File: src/rtl/bin_bcd_pkg.sv
// Shared types and constants for the sequential binary-to-BCD converter.
// Holds the FSM state enum, BCD digit width, add-3 threshold, sizing check.
package bin_bcd_pkg;

  typedef enum logic [1:0] {
    IDLE  = 2'd0,
    SHIFT = 2'd1,
    DONE  = 2'd2
  } state_e;

  localparam int DIG_W  = 4;
  localparam int ADJ_TH = 5;

  // True when d decimal digits can hold 2^w-1.
  function automatic bit digits_ok(input int w, input int d);
    longint unsigned p;
    longint unsigned m;
    p = 1;
    m = (64'd1 << w) - 64'd1;
    for (int i = 0; i < d; i++) begin
      if (p <= m) p = p * 10;
    end
    return p > m;
  endfunction

endpackage

File: src/rtl/bcd_digit_adj.sv
// Double-dabble digit correction: adds 3 when the digit is 5 or more.
// Ports: d_i (4-bit BCD digit in), d_o (4-bit corrected digit out).
module bcd_digit_adj
  import bin_bcd_pkg::*;
(
  input  logic [DIG_W-1:0] d_i,
  output logic [DIG_W-1:0] d_o
);

  assign d_o = (d_i >= DIG_W'(ADJ_TH)) ? d_i + DIG_W'(3) : d_i;

endmodule

File: src/rtl/bin_bcd_seq.sv
// Sequential binary-to-BCD converter (shift-add-3), one bit per cycle.
// Ports: clk, rst_n, in_valid/in_ready/bin, out_valid/out_ready/bcd, busy.
module bin_bcd_seq
  import bin_bcd_pkg::*;
#(
  parameter int W = 8,
  parameter int D = 3
) (
  input  logic             clk,
  input  logic             rst_n,
  input  logic             in_valid,
  output logic             in_ready,
  input  logic [W-1:0]     bin,
  output logic             out_valid,
  input  logic             out_ready,
  output logic [DIG_W*D-1:0] bcd,
  output logic             busy
);

  localparam int CW = $clog2(W + 1);
  localparam int AW = DIG_W * D;

  if (W < 4 || W > 32) begin : g_bad_w
    $error("bin_bcd_seq: W must be in 4..32");
  end
  if (!digits_ok(W, D)) begin : g_bad_d
    $error("bin_bcd_seq: D too small for W");
  end

  state_e        state_q, state_d;
  logic [W-1:0]  sreg_q, sreg_d;
  logic [AW-1:0] acc_q, acc_d;
  logic [AW-1:0] acc_adj;
  logic [CW-1:0] cnt_q, cnt_d;

  for (genvar g = 0; g < D; g++) begin : g_adj
    bcd_digit_adj u_adj (
      .d_i (acc_q[DIG_W*g +: DIG_W]),
      .d_o (acc_adj[DIG_W*g +: DIG_W])
    );
  end

  assign in_ready  = (state_q == IDLE) |
                     ((state_q == DONE) & out_ready);
  assign out_valid = (state_q == DONE);
  assign busy      = (state_q == SHIFT);
  assign bcd       = acc_q;

  always_comb begin
    state_d = state_q;
    sreg_d  = sreg_q;
    acc_d   = acc_q;
    cnt_d   = cnt_q;
    case (state_q)
      IDLE: begin
        if (in_valid) begin
          sreg_d  = bin;
          acc_d   = '0;
          cnt_d   = CW'(W);
          state_d = SHIFT;
        end
      end
      SHIFT: begin
        // correct digits first, then shift the whole chain left
        {acc_d, sreg_d} = {acc_adj[AW-2:0], sreg_q, 1'b0};
        cnt_d = cnt_q - CW'(1);
        if (cnt_q == CW'(1)) state_d = DONE;
      end
      DONE: begin
        if (out_ready) begin
          if (in_valid) begin
            sreg_d  = bin;
            acc_d   = '0;
            cnt_d   = CW'(W);
            state_d = SHIFT;
          end else begin
            state_d = IDLE;
          end
        end
      end
      default: state_d = IDLE;
    endcase
  end

  always_ff @(posedge clk) begin
    if (!rst_n) begin
      state_q <= IDLE;
      sreg_q  <= '0;
      acc_q   <= '0;
      cnt_q   <= '0;
    end else begin
      state_q <= state_d;
      sreg_q  <= sreg_d;
      acc_q   <= acc_d;
      cnt_q   <= cnt_d;
    end
  end

endmodule

File: config.mk
export PLATFORM = sky130hd
export DESIGN_NAME = bin_bcd_seq
export DESIGN_NICKNAME = d
export VERILOG_FILES = /design/src/rtl/bin_bcd_pkg.sv /design/src/rtl/bcd_digit_adj.sv /design/src/rtl/bin_bcd_seq.sv
export SDC_FILE = /design/constraint.sdc
export NUM_CORES = 1
export LEC_CHECK = 0
export CAP_MARGIN = 30
export CORE_MARGIN = 2
export CORE_UTILIZATION = 36
export DETAILED_ROUTE_END_ITERATION = 12
export GPL_TIMING_DRIVEN = 1
export SETUP_SLACK_MARGIN = 0.15
export SLEW_MARGIN = 25
export SYNTH_ARGS = -nofsm -noshare
export SYNTH_HDL_FRONTEND = slang
export SYNTH_SLANG_ARGS = --single-unit
File: constraint.sdc
create_clock -name clk -period 1.3 [get_ports clk]
set_input_delay 0.26 -clock clk [delete_from_list [all_inputs] [get_ports clk]]
set_output_delay 0.26 -clock clk [all_outputs]
set_load 0.01 [all_outputs]
==> results by group <==
Placed design
  • DPL Wire Length: 2.60 mm
  • GPL Wtd Cong: 0.880
  • IO buf count: 26

Timing
  • Tcrit/Tclk final: 108%
  • Final Hold Vio Count: 0
  • RSZ-0062 raised after global routing: yes
  • Final worst slack: -0.100 ns
  • Tmin final: 1.40 ns
  • Least-Margin Pin Slew: 0.325 ns
  • Final Max Slew Viols: 0
  • TNS Setup: -0.629 ns
  • Fmax: 714 MHz
  • Final setup fails: 13
  • Layout Skew: 0.00372 ns
  • Hold_ws: 0.488 ns
  • Slew Limit Headroom: 78.3%

Critical path
  • Critical-path cell list: clkdlybuf4s50_1 > nor2_2 > a21o_4 > or3_4 > a211oi_2
  • Crit-path leading delay family: buffers and inverters
  • Crit path DAT: 1.61 ns
  • Critical path class: input pin to register
  • Worst-path fanout max: 4
  • Buffers & Inverters on Critical Path: 1
  • Startpoint Class: input pin
  • CP Data Required Time: 1.51 ns
  • Crit. End Element: register
  • CP max-delay cell: clkdlybuf4s50_1
  • Largest stage delay, worst path: 0.50 ns

Pwr
  • Gate power share: 32.2%
  • Clock share of power: 24.8%
  • Cell Pwr Density: 764 mW/mm²
  • Peak supply drop: 0.546 mV
  • Leakage: 1.05 nW
  • Sw Share: 30.6%
  • Sw power: 0.000615 W
  • Cell Int Power: 0.00140 W
  • Reg power frac: 43.0%

Final layout
  • Share of layout cells above drive strength 1: 61.7%
  • Area grow syn2layout: 98.6%
  • Nets: 261
  • Ant. Diodes: 0

Clock network
  • Clock Latency Late Sink: 0.28 ns
  • Cts bufs inserted: 3
  • Root buf cell: clkbuf_8
  • CTS Hold Bufs: 0
  • Max clock buf depth: 2
  • Clk slew on worst S/H paths: 0.10 ns
  • Clock sink total: 26
  • CTS tree: built
  • H-Tree Depth: 1

Drt
  • 1st-iter DRT viols: 106
  • Number of iterations in the first detailed-routing pass: 4
  • Met2 routed WL: 2.42 mm
  • Vias/cell: 5.38
  • Top Metal Used: met4
  • Antenna Nets Post-Route: 0
  • Post-route DRC: 0
  • Met3 wire length: 177 µm
  • Vias: 1550
  • Routed WL: 4.67 mm
  • Metal-1 WL: 1.92 mm
  • WL/cell: 16.2 µm

GRT
  • Vias in the first global route: 1589
  • Pin count of the biggest net entering global routing: 16
  • First-pass GRT wire length: 7.23 mm
  • Total global routing overflow: 0
  • Total track usage: 22.1%
  • Initial antenna violation count: 0

Floorplan
  • Initial Util: 36.8%
  • Die Y-Extent: 64.7 µm
  • I/O Pins: 27
  • Num rows: 22
  • Die Wd: 64.7 µm
  • Die ar.: 0.00419 mm²
  • Core Area: 0.00361 mm²

Outcome
  • Failing checks: negative setup slack
  • Outcome: finished, violations left

Logic synthesis
  • Syn Inst Count: 162
  • Cell variety after synth: 34
  • Synth Register Bits: 26
  • Top FF cell, synth: dfxtp_1
  • Synth Cell Area: 0.00133 mm²
  • Seq/Total Area, Yosys: 39.2%
  • Ys async rst share: 0%
  • Total nets after synthesis: 182
  • Yosys Warn Count: 0
  • EDFF count, synth: 0
  • Avg Synthesized Cell Area: 8.19 µm²

Flow run
  • Maximum Capacitance Violations: 0

Min path
  • Hold crit path type: register to register
[state kept, by name, summed over array words and instances (netlist names)]
signal	count
bcd	12
sreg_q	8
cnt_q	4
state_q	2
[stage by stage]
stage / cell area (µm²) / cells / total power (W) / utilization (%) / worst slack (ns)
2_1_floorplan: 1490 / 162 / 0.00112 / - / 0.0147
3_3_place_gp: 2000 / 259 / 0.00129 / 55.4 / -0.399
3_5_place_dp: 2000 / 259 / 0.00129 / 55.4 / -0.443
4_1_cts: 2480 / 285 / 0.00193 / 68.9 / -0.0909
5_1_grt: 2640 / 288 / 0.00211 / 73.1 / -0.128
6_report: 2640 / 288 / 0.00201 / 73.1 / -0.100
[what timing repair did]
action / 4_1_cts / 5_1_grt
gates cloned: 2 / 0
resized for setup: 101 / 44
setup buffers: 20 / 3
pin swaps: 22 / 23
endpoints found under the setup margin: 40 / 39
[cell families after synthesis]
| family | count (synthesis) | synth area share, % |
|---|---|---|
| simple gates | 64 | 24.1 |
| compound gates | 40 | 20.4 |
| flops | 26 | 39.2 |
| buf+inv | 20 | 5.94 |
| fa+ha+maj | 8 | 7.54 |
| xor+xnor | 3 | 1.98 |
| mux | 1 | 0.848 |
[metal layers]
| layer | global-route usage (%) | vias up |
|---|---|---|
| met4 | 9.31 | 0 |
| met1 | 26.1 | 743 |
| met2 | 40.2 | 51 |
| li1 | - | 742 |
| met3 | 2.60 | 14 |
| met5 | 0 | - |
[final timing paths]
| check | slack (ns) | endpoint | depth (start not counted) | from |
|---|---|---|---|---|
| hold / removal | 0.49 | sreg_q[6] | 2 | sreg_q[5] |
| setup reg to reg | -0.10 | bcd[6] | 7 | bcd[5] |
| setup / recovery | -0.10 | cnt_q[2] | 5 | in_valid |
| hold reg to reg | 0.49 | sreg_q[6] | 2 | sreg_q[5] |
[worst register-to-register path, delay by kind of cell, from the launching register on]
| kind | cells | cell delay [ns] |
|---|---|---|
| buffers and inverters | 2 | 0.20 |
| AO/OA/AOI/OAI | 1 | 0.18 |
| AND/OR/NAND/NOR | 3 | 0.43 |
| adder cells (fa/ha/maj) | 1 | 0.15 |
| flip-flops | 1 | 0.37 |
[synthesized netlist by cell type, types with 4 or more instances]
cell	n	area share, %
or4_1	4	2.3
a311oi_1	4	2.6
nor2_1	17	4.8
inv_1	9	2.5
o21ai_1	5	1.9
a21oi_1	11	4.1
clkbuf_1	5	1.4
ha_1	8	7.5
nand2_1	14	4.0
nand2b_1	5	2.4
dfxtp_1	26	39
nand3_1	9	3.4
a221oi_1	4	2.6
nand4_1	5	2.4
[cell usage in the layout, fill, tap and decap left out, types with 4 or more instances in the layout]
cell              n
nand3_2           4
clkdlybuf4s50_1  10
ha_4              6
dfxtp_4           8
nor2_1           15
buf_6            25
a221oi_2          4
or4_4             4
inv_4             5
nand4_1           5
a21oi_4           4
nand2_1          13
dfxtp_1          17
clkbuf_2          7
nand3_1           5
a21oi_1           5
buf_4            32
nand2b_4          5
[power by group through the flow]
stage / clock network, W / logic, W / registers [W]
after global placement: 0 / 0.000403 / 0.000884
after CTS: 0.000488 / 0.000569 / 0.000869
after floorplan: 0 / 0.000238 / 0.000880
after detailed placement: 0 / 0.000406 / 0.000885
final: 0.000499 / 0.000648 / 0.000867
after global routing: 0.000545 / 0.000692 / 0.000873
[layout make-up]
type	instances	area (µm²)
clock buffer	4	45.0
fill	254	970
inverter	11	58.8
multi-input combinational	116	1130
sequential	26	552
tap	48	60.1
timing repair buffer	83	791
Note: power is estimated with default switching activity, not from simulation.
